File: config.mk
export PLATFORM = sky130hd
export DESIGN_NAME = spc_ring
export DESIGN_NICKNAME = d
export VERILOG_FILES = /design/src/rtl/spc_pkg.sv /design/src/rtl/spc_ring_mem.sv /design/src/rtl/spc_ring.sv
export SDC_FILE = /design/constraint.sdc
export NUM_CORES = 1
export LEC_CHECK = 0
export ABC_AREA = 1
export CELL_PAD_IN_SITES_DETAIL_PLACEMENT = 1
export CELL_PAD_IN_SITES_GLOBAL_PLACEMENT = 2
export CORE_MARGIN = 3
export CORE_UTILIZATION = 34
export CTS_CLUSTER_DIAMETER = 60
export DETAILED_ROUTE_END_ITERATION = 10
export GPL_TIMING_DRIVEN = 0
export PLACE_DENSITY = 0.83
export REMOVE_ABC_BUFFERS = 1
export SETUP_SLACK_MARGIN = 0.1
export SKIP_LAST_GASP = 1
export SYNTH_ARGS = -nofsm -noshare
export SYNTH_HDL_FRONTEND = slang
export SYNTH_SLANG_ARGS = --single-unit
File: constraint.sdc
create_clock -name clk -period 3.7 [get_ports clk]
set_clock_uncertainty 0.2 [all_clocks]
set_input_delay 1.11 -clock clk [delete_from_list [all_inputs] [get_ports clk]]
set_output_delay 1.11 -clock clk [all_outputs]
set_load 0.01 [all_outputs]
File: src/rtl/spc_pkg.sv
// Shared types and constants for the safe-PC checkpoint ring.
package spc_pkg;

    typedef enum logic {
        SPC_IDLE,
        SPC_ROLLBACK
    } spc_state_e;

    localparam logic [31:0] SPC_BOOT_ADDR = 32'h0000_0000;

    function automatic int unsigned spc_ptr_w(input int unsigned depth);
        return $clog2(depth);
    endfunction

endpackage

File: src/rtl/spc_ring_mem.sv
// Checkpoint storage: one synchronous write port, two asynchronous read ports.
module spc_ring_mem
    import spc_pkg::*;
#(
    parameter int unsigned ADDR_WIDTH = 32,
    parameter int unsigned DEPTH      = 4
) (
    input  logic                          clk,
    input  logic                          we,
    input  logic [spc_ptr_w(DEPTH)-1:0]   waddr,
    input  logic [ADDR_WIDTH-1:0]         wdata,
    input  logic [spc_ptr_w(DEPTH)-1:0]   raddr_new,
    output logic [ADDR_WIDTH-1:0]         rdata_new,
    input  logic [spc_ptr_w(DEPTH)-1:0]   raddr_sel,
    output logic [ADDR_WIDTH-1:0]         rdata_sel
);

    logic [ADDR_WIDTH-1:0] mem [DEPTH];

    // Storage needs no reset: count gates every use of an entry.
    always_ff @(posedge clk) begin
        if (we) begin
            mem[waddr] <= wdata;
        end
    end

    assign rdata_new = mem[raddr_new];
    assign rdata_sel = mem[raddr_sel];

endmodule

File: src/rtl/spc_ring.sv
// Circular history of safe-PC checkpoints with k-deep rollback handshake.
//   state        | meaning
//   SPC_IDLE     | tracking PC, accepting commits and rollback requests
//   SPC_ROLLBACK | rb_pc_o presented, waiting for rb_ack_i
module spc_ring
    import spc_pkg::*;
#(
    parameter int unsigned           ADDR_WIDTH = 32,
    parameter int unsigned           DEPTH      = 4,
    parameter logic [ADDR_WIDTH-1:0] BOOT_ADDR  = ADDR_WIDTH'(SPC_BOOT_ADDR)
) (
    input  logic                          clk,
    input  logic                          rst,
    input  logic [ADDR_WIDTH-1:0]         pc_i,
    input  logic                          pc_valid_i,
    input  logic                          commit_i,
    input  logic                          rollback_i,
    input  logic [spc_ptr_w(DEPTH)-1:0]   rb_depth_i,
    output logic                          rb_valid_o,
    output logic [ADDR_WIDTH-1:0]         rb_pc_o,
    input  logic                          rb_ack_i,
    output logic [ADDR_WIDTH-1:0]         spc_o,
    output logic [spc_ptr_w(DEPTH):0]     count_o,
    output logic                          full_o,
    output logic                          empty_o,
    output logic                          err_o,
    output logic                          drop_o
);

    localparam int unsigned PW = spc_ptr_w(DEPTH);
    localparam int unsigned CW = PW + 1;

    spc_state_e            state;
    logic [PW-1:0]         wr_ptr;
    logic [CW-1:0]         count;
    logic [PW-1:0]         sel_depth;
    logic [ADDR_WIDTH-1:0] last_pc_q;
    logic [ADDR_WIDTH-1:0] tracked_pc;
    logic [ADDR_WIDTH-1:0] newest_pc;
    logic [ADDR_WIDTH-1:0] sel_pc;
    logic [PW-1:0]         newest_idx;
    logic [PW-1:0]         sel_idx;
    logic                  rb_legal;
    logic                  mem_we;

    assign tracked_pc = pc_valid_i ? pc_i : last_pc_q;
    assign newest_idx = wr_ptr - PW'(1);
    assign sel_idx    = wr_ptr - PW'(1) - rb_depth_i;
    assign rb_legal   = {1'b0, rb_depth_i} < count;
    assign mem_we     = !rst && (state == SPC_IDLE) && commit_i && !rollback_i;

    spc_ring_mem #(
        .ADDR_WIDTH (ADDR_WIDTH),
        .DEPTH      (DEPTH)
    ) u_mem (
        .clk       (clk),
        .we        (mem_we),
        .waddr     (wr_ptr),
        .wdata     (tracked_pc),
        .raddr_new (newest_idx),
        .rdata_new (newest_pc),
        .raddr_sel (sel_idx),
        .rdata_sel (sel_pc)
    );

    always_ff @(posedge clk) begin
        if (rst) begin
            state      <= SPC_IDLE;
            wr_ptr     <= '0;
            count      <= '0;
            sel_depth  <= '0;
            last_pc_q  <= BOOT_ADDR;
            rb_valid_o <= 1'b0;
            rb_pc_o    <= BOOT_ADDR;
            err_o      <= 1'b0;
            drop_o     <= 1'b0;
        end else begin
            err_o  <= 1'b0;
            drop_o <= 1'b0;
            if (pc_valid_i) begin
                last_pc_q <= pc_i;
            end
            case (state)
                SPC_IDLE: begin
                    if (rollback_i) begin
                        drop_o <= commit_i;
                        if (rb_legal) begin
                            state      <= SPC_ROLLBACK;
                            rb_valid_o <= 1'b1;
                            rb_pc_o    <= sel_pc;
                            sel_depth  <= rb_depth_i;
                        end else begin
                            err_o <= 1'b1;
                        end
                    end else if (commit_i) begin
                        wr_ptr <= wr_ptr + PW'(1);
                        if (count != CW'(DEPTH)) begin
                            count <= count + CW'(1);
                        end
                    end
                end
                SPC_ROLLBACK: begin
                    drop_o <= commit_i;
                    if (rb_ack_i) begin
                        // Discarding k newer entries makes the selected one newest.
                        count      <= count - CW'(sel_depth);
                        wr_ptr     <= wr_ptr - sel_depth;
                        state      <= SPC_IDLE;
                        rb_valid_o <= 1'b0;
                    end
                end
                default: state <= SPC_IDLE;
            endcase
        end
    end

    assign spc_o   = (count == '0) ? BOOT_ADDR : newest_pc;
    assign count_o = count;
    assign full_o  = (count == CW'(DEPTH));
    assign empty_o = (count == '0);

endmodule

==> results by group, run 1 <==
Timing
  • Unrepaired setup endpoints after global routing: yes
  • Period utilization: 97.1%
  • Hold slack: 0.265 ns
  • Worst slew pin tran: 1.22 ns
  • Achievable frequency: 0.278 GHz
  • Fin crit period: 3.59 ns
  • Final setup viols: 0
  • Setup ws final: 0.107 ns
  • Final-report max-slew violation count: 0
  • Fin Setup TNS: 0 ns
  • Max-slew headroom: 18.7%
  • Final count of hold timing violations: 0

Clocking
  • Hold-fix buffers at CTS: 0
  • Clock sink count: 203
  • Max clock buf depth: 3
  • Num CTS Buffers: 24
  • CTS tree: yes
  • Skew-Pair Late Insertion Delay: 0.51 ns
  • Clock slew at reported path FFs: 0.06 ns
  • CTS H-tree lvls: 1
  • Root buf cell: clkbuf_16

Cells and area
  • Commonest non-fill, non-tap cell in the layout: nand2_1
  • Total Nets Final: 1212
  • # fillers: 3053
  • Multi-input combinational cell area: 3270 um^2
  • Post-route cell area: 11800 um^2
  • Final non-filler cell total: 1516
  • Synthesis-to-finish area growth: 27.0%
  • # diodes: 0
  • Commonest cells after routing, fill and taps aside: 213 x nand2_1, 158 x a21oi_1, 128 x edfxtp_1, 112 x inv_1, 100 x nand3_1
  • Ratio of cells with drive above 1 in the final layout: 11.2%
  • Final core utilization: 44.5%
  • Register area: 5350 um^2

Worst setup path
  • Worst path most repeated cell: a21oi_1
  • WP data arrival: around 2.3 ns
  • Crit path max fanout: 17
  • Max stage delay cell, worst path: dfxtp_4
  • CP top delay family: buffers and inverters
  • CP bufs+invs: 4
  • Critical Path Start Type: register
  • Worst Path Required: 2.39 ns
  • Largest stage delay on the critical path: 0.36 ns
  • CP Capture Type: output pin
  • CP Class: register to output pin
  • Critical Path, Cell by Cell: buf_12 -> inv_16 -> ha_4 -> bufbuf_16 -> a21oi_1 -> o21ai_0 -> a21oi_1 -> buf_2

Pwr
  • Clock share of power: between 30 and 40%
  • Flop pwr share: 39.6%
  • Pleak: about 4.8 nW
  • Sw power: 1.87 mW
  • Peak VDD IR: 0.285 mV
  • Int Pwr: ~4.6 mW
  • Combinational Power Share: 22.7%
  • Power per cell area: 549 nW/um^2
  • Sw frac: between 20% and 30%
  • Final Power: 6.45 mW

GRT
  • Vias in the first global route: around 7800
  • Total track usage: 20.0%
  • Remaining global-route overflow: 0
  • Largest net degree at the start of global routing: about 100
  • First-pass GRT wire length: roughly 44000 um
  • Initial antenna violation count: 0

Placed design
  • Post-DP HPWL: roughly 16000 um
  • I/O Buffers: approximately 110
  • Placed Instance Area: 10800 um^2
  • Placed Instances: 1456
  • Place WS: -1.68 ns
  • Routability cong.: 0.707

Logic synthesis
  • Synthesis-stage register bit count: roughly 200
  • Adder-cell share of the synthesized area: between 1 and 1.5%
  • Post-synthesis compound-gate area fraction: 14.5%
  • Post-synth cell types: 24
  • Dominant cell type by area after synthesis: edfxtp_1
  • Cells after Synth: between 1000 and 1500
  • Top post-synthesis cells by area: edfxtp_1 42%, dfxtp_1 16%, a21oi_1 9.1%
  • Sequential area share after synthesis: between 50 and 60%
  • Syn_area_per_cell: between 8 and 9 um^2
  • Synth warnings: 0
  • Synth Area in Simple Gates: 18.0%
  • Post-Synth XOR/XNOR Area: 0.189%
  • Main combinational cell family by area after synthesis: simple AND/OR/NAND/NOR gates
  • Netlist Area Pre-Place: around 9300 um^2
  • Mux cell area share after synthesis: 0%
  • Yosys top cell area share: 41.5%

Detailed routing
  • Post-DR vias/cell: 5.11
  • Residual DRC: 0
  • Routed via count: 7748
  • DR iter-0 viols: 414
  • Post-DR wirelength/cell: a little under 20 um
  • Final ANT Viol Nets: 0
  • Pre-antenna DRT Iters: 5
  • Drt total wl: 29500 um

Die
  • I/O Pins: between 100 and 150
  • Initial Utilization: 35.0%
  • Die Wd: 171 um
  • Core area: 26400 um^2
  • Row cnt: between 50 and 60
  • Die area: 29200 um^2
  • Die Ht: 171 um

Min path
  • Hold WC Path Type: register to register

Run
  • Number of max-cap violations: 0

Outcome
  • Outcome: completed
## worst reg2reg max path, delay by kind of cell, from the launching register on
kind / cells / cell delay, ns
AND/OR/NAND/NOR: 5 / 1.48
buffers and inverters: 2 / 0.16
AO/OA/AOI/OAI: 1 / 0.18
adder cells (fa/ha/maj): 1 / 0.28
flip-flops: 1 / 0.46
## cells in the mapped netlist
cell,number
nor3b_1,1
nor2_1,74
nand4_2,1
dfxtp_1,75
inv_2,3
nand3_1,102
nor3_2,1
nand2_1,215
inv_4,1
buf_2,32
xor2_1,2
clkbuf_1,32
a21oi_1,168
buf_1,3
buf_4,4
nor2_4,1
inv_1,113
edfxtp_1,128
nor3_1,1
o21ai_0,100
ha_1,8
fa_1,1
or2_2,1
nand2_2,3
## worst paths after layout
check	from	cells past startpoint	to	slack (ns)
hold reg to reg	rb_pc_o[13]	2	rb_pc_o[13]	0.26
hold / removal	rb_pc_o[13]	2	rb_pc_o[13]	0.26
setup / recovery	wr_ptr[0]	8	spc_o[30]	0.11
setup reg to reg	count_o[1]	9	rb_pc_o[17]	0.84
## cell type report
type	count	share of cell area, %
clock buffers	33	5.84
flip-flops and latches	203	45.5
inverters	117	4.01
well taps	335	3.57
repair buffers	136	12.0
repair inverters	2	0.149
clock inverters	11	1.13
multi-input cells	679	27.8
## registers in the layout, indices dropped and copies added, names as in the netlist
name,cells
u_mem.mem,128
wr_ptr,2
err_o,1
count_o,3
sel_depth,2
rb_pc_o,32
last_pc_q,32
rb_valid_o,1
drop_o,1
state,1
## metal layers
metal | vias up | track usage [%] | routed length, um
met4 | 0 | 5.28 | 775
li1 | 3766 | - | -
met5 | - | 0 | 0
met3 | 56 | 2.54 | 1220
met1 | 3737 | 25.7 | 12900
met2 | 189 | 35.5 | 14600
## cells by family after synthesis
| family | Yosys count |
|---|---|
| AO/OA/AOI/OAI | 268 |
| XOR/XNOR | 2 |
| adder cells (fa/ha/maj) | 9 |
| buffers and inverters | 188 |
| flip-flops | 203 |
| AND/OR/NAND/NOR | 400 |
## power by group through the flow
stage               Sequential (mW)  Clock [mW]  Combinational, mW
floorplan                      2.63           0              0.672
global placement               2.63           0               1.28
detailed placement             2.61           0               1.38
CTS                            2.56        2.48               1.47
global route                   2.56        2.57               1.61
finish                         2.55        2.43               1.46
## repair_timing
action	in CTS	in global routing
endpoints found under the setup margin	64	36
gates cloned	6	0
pin swaps	31	14
buffers inserted	10	0
resized for setup	145	10
Power figures use the tool's default switching activity.
==> inputs of run 2 (changes only) <==
--- a/config.mk
+++ b/config.mk
@@ -8,9 +8,9 @@
 export ABC_AREA = 1
 export CELL_PAD_IN_SITES_DETAIL_PLACEMENT = 1
 export CELL_PAD_IN_SITES_GLOBAL_PLACEMENT = 2
-export CORE_MARGIN = 3
+export CORE_MARGIN = 5
 export CORE_UTILIZATION = 34
-export CTS_CLUSTER_DIAMETER = 60
+export CTS_CLUSTER_DIAMETER = 200
 export DETAILED_ROUTE_END_ITERATION = 10
 export GPL_TIMING_DRIVEN = 0
 export PLACE_DENSITY = 0.83
==> run 2 against run 1 <==
Count of clock-buffer cells in the layout decreased by 8. Critical endpoint is now spc_o[16]. Critical path depth unchanged. Routed wire length decreased by 1.7%. Utilization decreased by 0.64 points. Design area rose by 0.23%. Via count down 1.7%. Cell count increased by 0.46%.
==> results by group, run 2 (synthesis results as in run 1) <==
Min path
  • Hold Path Depth: 2 (unchanged)
  • Min-delay src: rb_pc_o[7]
  • Hold Crit Endpoint: rb_pc_o[7]
  • Hold WC Path Type: register to register

Cells and area
  • Biggest regs: u_mem.mem x128, last_pc_q x32, rb_pc_o x32
  • Total Nets Final: 1213 (+0.083%)
  • Multi-input combinational cell area: 3270 um^2 (+0.19%)
  • Largest register by flop count: u_mem.mem
  • Commonest non-fill, non-tap cell in the layout: nand2_1
  • Synthesis-to-finish area growth: 27.3%
  • # fillers: 3101 (+1.6%)
  • Ratio of cells with drive above 1 in the final layout: 11.9% (+0.75 points)
  • # diodes: 0 (unchanged)
  • Register area: 5350 um^2 (about the same)
  • Commonest cells after routing, fill and taps aside: 213 x nand2_1, 154 x a21oi_1, 128 x edfxtp_1, 113 x inv_1, 100 x nand3_1
  • Max reg flops: 128 (unchanged)
  • Final core utilization: 43.8% (-0.64 points)

Timing
  • Fin crit period: 3.53 ns (-0.0620 ns)
  • Achievable frequency: 0.283 GHz (+1.8%)
  • Max-slew headroom: 23.9% (+5.2 points)
  • Final-report max-slew violation count: 0 (unchanged)
  • Unrepaired setup endpoints after global routing: yes
  • Fin Setup TNS: 0 ns (unchanged)
  • Final count of hold timing violations: 0 (unchanged)
  • Worst slew pin tran: 1.14 ns (-0.0778 ns)
  • Period utilization: 95.4% (-1.7 points)
  • Final setup viols: 0 (unchanged)

Clocking
  • Max clock buf depth: 3 (unchanged)
  • CTS H-tree lvls: 1 (unchanged)
  • Root buf cell: clkbuf_16
  • Num CTS Buffers: 24 (unchanged)
  • Skew-Pair Late Insertion Delay: 0.53 ns (+0.02 ns)
  • Clock sink count: 203 (unchanged)
  • CTS tree: yes
  • Clock slew at reported path FFs: 0.06 ns (about the same)

Pwr
  • Sw power: 1.93 mW (+2.9%)
  • Clock share of power: 37.5% (-0.2 points)
  • Flop pwr share: 39.8% (+0.2 points)
  • Combinational Power Share: 22.7% (about the same)
  • Final Power: 6.41 mW (-0.57%)
  • Pleak: 4.81 nW (-0.18%)
  • Peak VDD IR: 0.244 mV (-14%)
  • Sw frac: 30.1% (+1.0 points)
  • Int Pwr: 4.48 mW (-2.0%)
  • Power per cell area: 544 nW/um^2 (-0.80%)

Detailed routing
  • Pre-antenna DRT Iters: 5 (unchanged)
  • Residual DRC: 0 (unchanged)
  • Post-DR wirelength/cell: 19.0 um (-2.1%)
  • Routed via count: 7619 (-1.7%)
  • Drt total wl: 29000 um (-1.7%)
  • Final ANT Viol Nets: 0 (unchanged)
  • Post-DR vias/cell: 5.00 (-2.1%)
  • DR iter-0 viols: 404 (-2.4%)

Worst setup path
  • Reg2reg start: wr_ptr[0]
  • R2r endpoint: rb_pc_o[1]
  • CP Class: register to output pin
  • WP data arrival: 2.22 ns (-0.06 ns)
  • Crit path max fanout: 17 (unchanged)
  • Crit. Startpoint: wr_ptr[0]
  • Critical Path Start Type: register
  • CP Capture Type: output pin
  • R2R cell count: 11 (+2)
  • Reg2Reg Setup Slack: 0.83 ns (about the same)
  • Worst Path Required: 2.39 ns (about the same)

Placed design
  • Routability cong.: 0.712 (+0.62%)
  • I/O Buffers: 111 (unchanged)
  • Post-DP HPWL: 16500 um (+0.17%)

GRT
  • Remaining global-route overflow: 0 (unchanged)
  • Largest net degree at the start of global routing: 69 (-34%)
  • Vias in the first global route: 7837 (+0.10%)
  • Initial antenna violation count: 1 (+1)
  • Total track usage: 18.5% (-1.5 points)
  • First-pass GRT wire length: 44100 um (-0.84%)

Outcome
  • Outcome: completed

Die
  • Die area: 30600 um^2 (+4.7%)
  • Row cnt: 60 (+1.7%)
  • I/O Pins: 112 (unchanged)
  • Initial Utilization: 34.4% (-0.58 points)
  • Die Ht: 175 um (+2.3%)
  • Die Wd: 175 um (+2.3%)
  • Core area: 26900 um^2 (+1.7%)

Run
  • Number of max-cap violations: 0 (unchanged)
-- run 2: cell types whose count changed in the layout (fill, tap and decap cells not counted), moves of 2 or more --
cell        change
bufbuf_16       -2
buf_16          +2
clkinvlp_4      +3
clkbuf_1        -4
a21oi_1         -4
buf_2           -2
clkinv_4        +5
a21oi_2         +4
o21ai_0        -15
o21ai_1        +15
clkbuf_8        -3
-- run 2: final cells by class --
type / instances / share of cell area [%]
Clock inverter: 19 / 1.78
Timing Repair Buffer: 137 / 12.1
Timing Repair inverter: 2 / 0.149
Sequential cell: 203 / 45.4
Multi-Input combinational cell: 679 / 27.8
Clock buffer: 25 / 5.13
Tap cell: 341 / 3.62
Inverter: 117 / 4.01
-- run 2: routing by layer --
| layer | vias up | GRT usage (%) | share of wire [%] |
|---|---|---|---|
| met5 | - | 0 | 0.035 |
| met4 | 2 | 4.88 | 2.1 |
| met3 | 45 | 2.94 | 4.6 |
| met2 | 167 | 33.7 | 51 |
| met1 | 3646 | 22.8 | 42 |
| li1 | 3759 | - | - |
-- run 2: worst max-delay path by stage --
stage | end | slack (ns)
floorplan | spc_o[0] | -1.26
global placement | rb_pc_o[13] | -4.81
detailed placement | spc_o[27] | -1.74
CTS | spc_o[3] | 0.1
global route | spc_o[17] | 0.03
finish | spc_o[16] | 0.17
-- run 2: timing repair --
item                                   in CTS  in global routing
hold buffers                                0                  0
gates resized for setup                   141                 31
gates cloned                                4                  0
setup endpoints to repair                  64                 30
endpoints found under the hold margin       0                  0
pin swaps                                  29                 25
buffers inserted                           11                  0
-- run 2: worst max-delay path, cell delays in order (launching register included) --
cell and delay [ns]:
dfxtp_4 0.35, buf_12 0.14, inv_16 0.10, ha_4 0.22, bufbuf_16 0.29, a21oi_1 0.11, o21ai_0 0.09, a21oi_1 0.15
clkdlybuf4s15_2 0.24
-- run 2: per-stage QoR --
stage | instances | area (um^2) | worst slack (ns) | hold slack (ns)
floorplan | 999 | 8930 | -1.26 | 0.242
CTS | 1521 | 11700 | 0.0977 | 0.269
global route | 1523 | 11800 | 0.0279 | 0.282
detailed placement | 1462 | 10800 | -1.74 | 0.259
global placement | 1451 | 10500 | -4.81 | 0.253
finish | 1523 | 11800 | 0.169 | 0.264
-- run 2: power groups by stage --
stage	clock network [mW]	logic, mW	registers, mW
2_1_floorplan	0	0.672	2.63
4_1_cts	2.46	1.45	2.55
5_1_grt	2.54	1.61	2.56
3_5_place_dp	0	1.38	2.61
3_3_place_gp	0	1.28	2.63
6_report	2.40	1.46	2.55
==> RTL edit, RTL diff (config.mk and constraints of run 1) <==
Register the output `err_o` once more, cleared by the reset; this adds one clock of latency there. The other outputs are not delayed to match.
--- a/src/rtl/spc_ring.sv
+++ b/src/rtl/spc_ring.sv
@@ -30,4 +30,6 @@
     localparam int unsigned PW = spc_ptr_w(DEPTH);
     localparam int unsigned CW = PW + 1;
+
+    logic err_s0;
 
     spc_state_e            state;
@@ -73,8 +75,8 @@
             rb_valid_o <= 1'b0;
             rb_pc_o    <= BOOT_ADDR;
-            err_o      <= 1'b0;
+            err_s0     <= 1'b0;
             drop_o     <= 1'b0;
         end else begin
-            err_o  <= 1'b0;
+            err_s0 <= 1'b0;
             drop_o <= 1'b0;
             if (pc_valid_i) begin
@@ -91,5 +93,5 @@
                             sel_depth  <= rb_depth_i;
                         end else begin
-                            err_o <= 1'b1;
+                            err_s0 <= 1'b1;
                         end
                     end else if (commit_i) begin
@@ -120,4 +122,12 @@
     assign empty_o = (count == '0);
 
+    always_ff @(posedge clk) begin
+        if (rst) begin
+            err_o <= '0;
+        end else begin
+            err_o <= err_s0;
+        end
+    end
+
 endmodule
 
Formal check against the unedited RTL: not equivalent (a bounded check fails within 4 cycles, from zero or initial values and one cycle with rst high).
==> RTL edit against run 1 <==
Core utilization grew 0.41 points. Power up 2.0%. Global-route usage rose by 0.63 points. Final cell count increased by 0.59%. Area after synthesis rose by 0.15%. Sequential cell count is 1 higher. Critical endpoint is now spc_o[5]. Critical path depth up 1. Non-clock buffer count increased by 4. Count of clock-buffer cells in the layout fell by 4. Worst setup slack improved by 37 ps. Largest power group unchanged. Routed wire length grew 2.3%. Design area rose by 0.93%.
==> RTL edit: results <==
export IMPL_syn_avg_cell_area_sq_um=8.637
export IMPL_htreeDepth=1
export IMPL_switching_share=0.2941
export IMPL_reg2reg_depth=11
export IMPL_num_nets_final=1221
export IMPL_status="finished, final reports clean"
export IMPL_yosysWarnings=0
export IMPL_tightest_slew_ps=1215
export IMPL_first_pass_iters=5
export IMPL_reg2reg_to="rb_pc_o[27]"
export IMPL_wl_met2_microns=14620
export IMPL_synth_cell_types=23
export IMPL_ff2ff_setup_slack_ps=820
export IMPL_synth_area_top_cells="edfxtp_1 41%, dfxtp_1 16%, a21oi_1 9.1%"
export IMPL_synth_edf_count=128
export IMPL_wl_met3_microns=1069
export IMPL_ys_top_cells_by_count="218 x nand2_1, 168 x a21oi_1, 128 x edfxtp_1"
export IMPL_period_needed_ps=3555
export IMPL_p_leak_nw=4.860
export IMPL_hpwl_microns=16740
export IMPL_whs_path_depth=2
export IMPL_layout_drive_gt1_share=0.1143
export IMPL_wl_per_cell_microns=19.75
export IMPL_antenna_found_initial=0
export IMPL_seq_area_frac_synth=0.5789
export IMPL_worstPathArrival_ps=2250
export IMPL_grt_max_degree=71
export IMPL_gr_usage_met1=0.2707
export IMPL_hold_path_class="flop to flop"
export IMPL_final_cells=1525
export IMPL_synth_xor_area_share=0.001890
export IMPL_io_buffers=111
export IMPL_whs_ps=205.0
export IMPL_use_met2=0.3611
export IMPL_grt_pass1_wl_microns=46180
export IMPL_power_frac_seq=0.390
export IMPL_peakVddDrop_v=0.0002763
export IMPL_dpl_instance_area_sq_mm=0.01082
export IMPL_drt_initial_drc_count=414
export IMPL_synth_compound_area_frac=0.1447
export IMPL_diodes=0
export IMPL_synth_mux_area_frac=0
export IMPL_cts_buffers_inserted=25
export IMPL_yosys_area_share_adder=0.01296
export IMPL_p_total_mw=6.575
export IMPL_hold_end="err_o"
export IMPL_critPathMaxFanout=17
export IMPL_grt_usage=0.2059
export IMPL_met1_length_microns=13730
export IMPL_hold_path_startpoint="err_s0"
export IMPL_gp_congestion=0.6992
export IMPL_largestRegisters="u_mem.mem (128), last_pc_q (32), rb_pc_o (32)"
export IMPL_grt_pass1_vias=8015
export IMPL_crit_path_end="spc_o[5]"
export IMPL_pre_cts_ws_ps=-1730
export IMPL_synthArstFlopShare=0
export IMPL_grt_use_met3=0.02796
export IMPL_powerComb_mw=1.51
export IMPL_dr_total_vias=7772
-- RTL edit: cell types whose count changed after synthesis --
cell      before  now
inv_1        113  114
dfxtp_1       75   76
buf_1          3    4
nor2_1        74   75
nand4_2        1    0
nand2_1      215  218
nand2_2        3    0
clkbuf_1      32   31
nand4_1        0    1
-- RTL edit: worst max-delay path: stages (launching register included) --
cell and delay [ps]:
dfxtp_4 370, buf_16 130, inv_16 40, ha_4 300, buf_12 170, inv_16 80, a21oi_1 110, o21ai_0 120
a21oi_2 220, buf_2 170
-- RTL edit: area by class of cell --
type                    instances  area (sq um)
clock inverters                16         195.2
clock buffers                  29         650.6
repair inverters                3         37.54
flip-flops and latches        204          5370
well taps                     335         419.2
repair buffers                140          1458
inverters                     118         475.5
fillers                      3047         14570
multi-input cells             680          3253
-- RTL edit: what timing repair did --
action | 4_1_cts | 5_1_grt
buffers inserted | 13 | 0
cloned | 6 | 0
resized for setup | 141 | 27
pin swaps | 30 | 24
endpoints found under the setup margin | 65 | 27
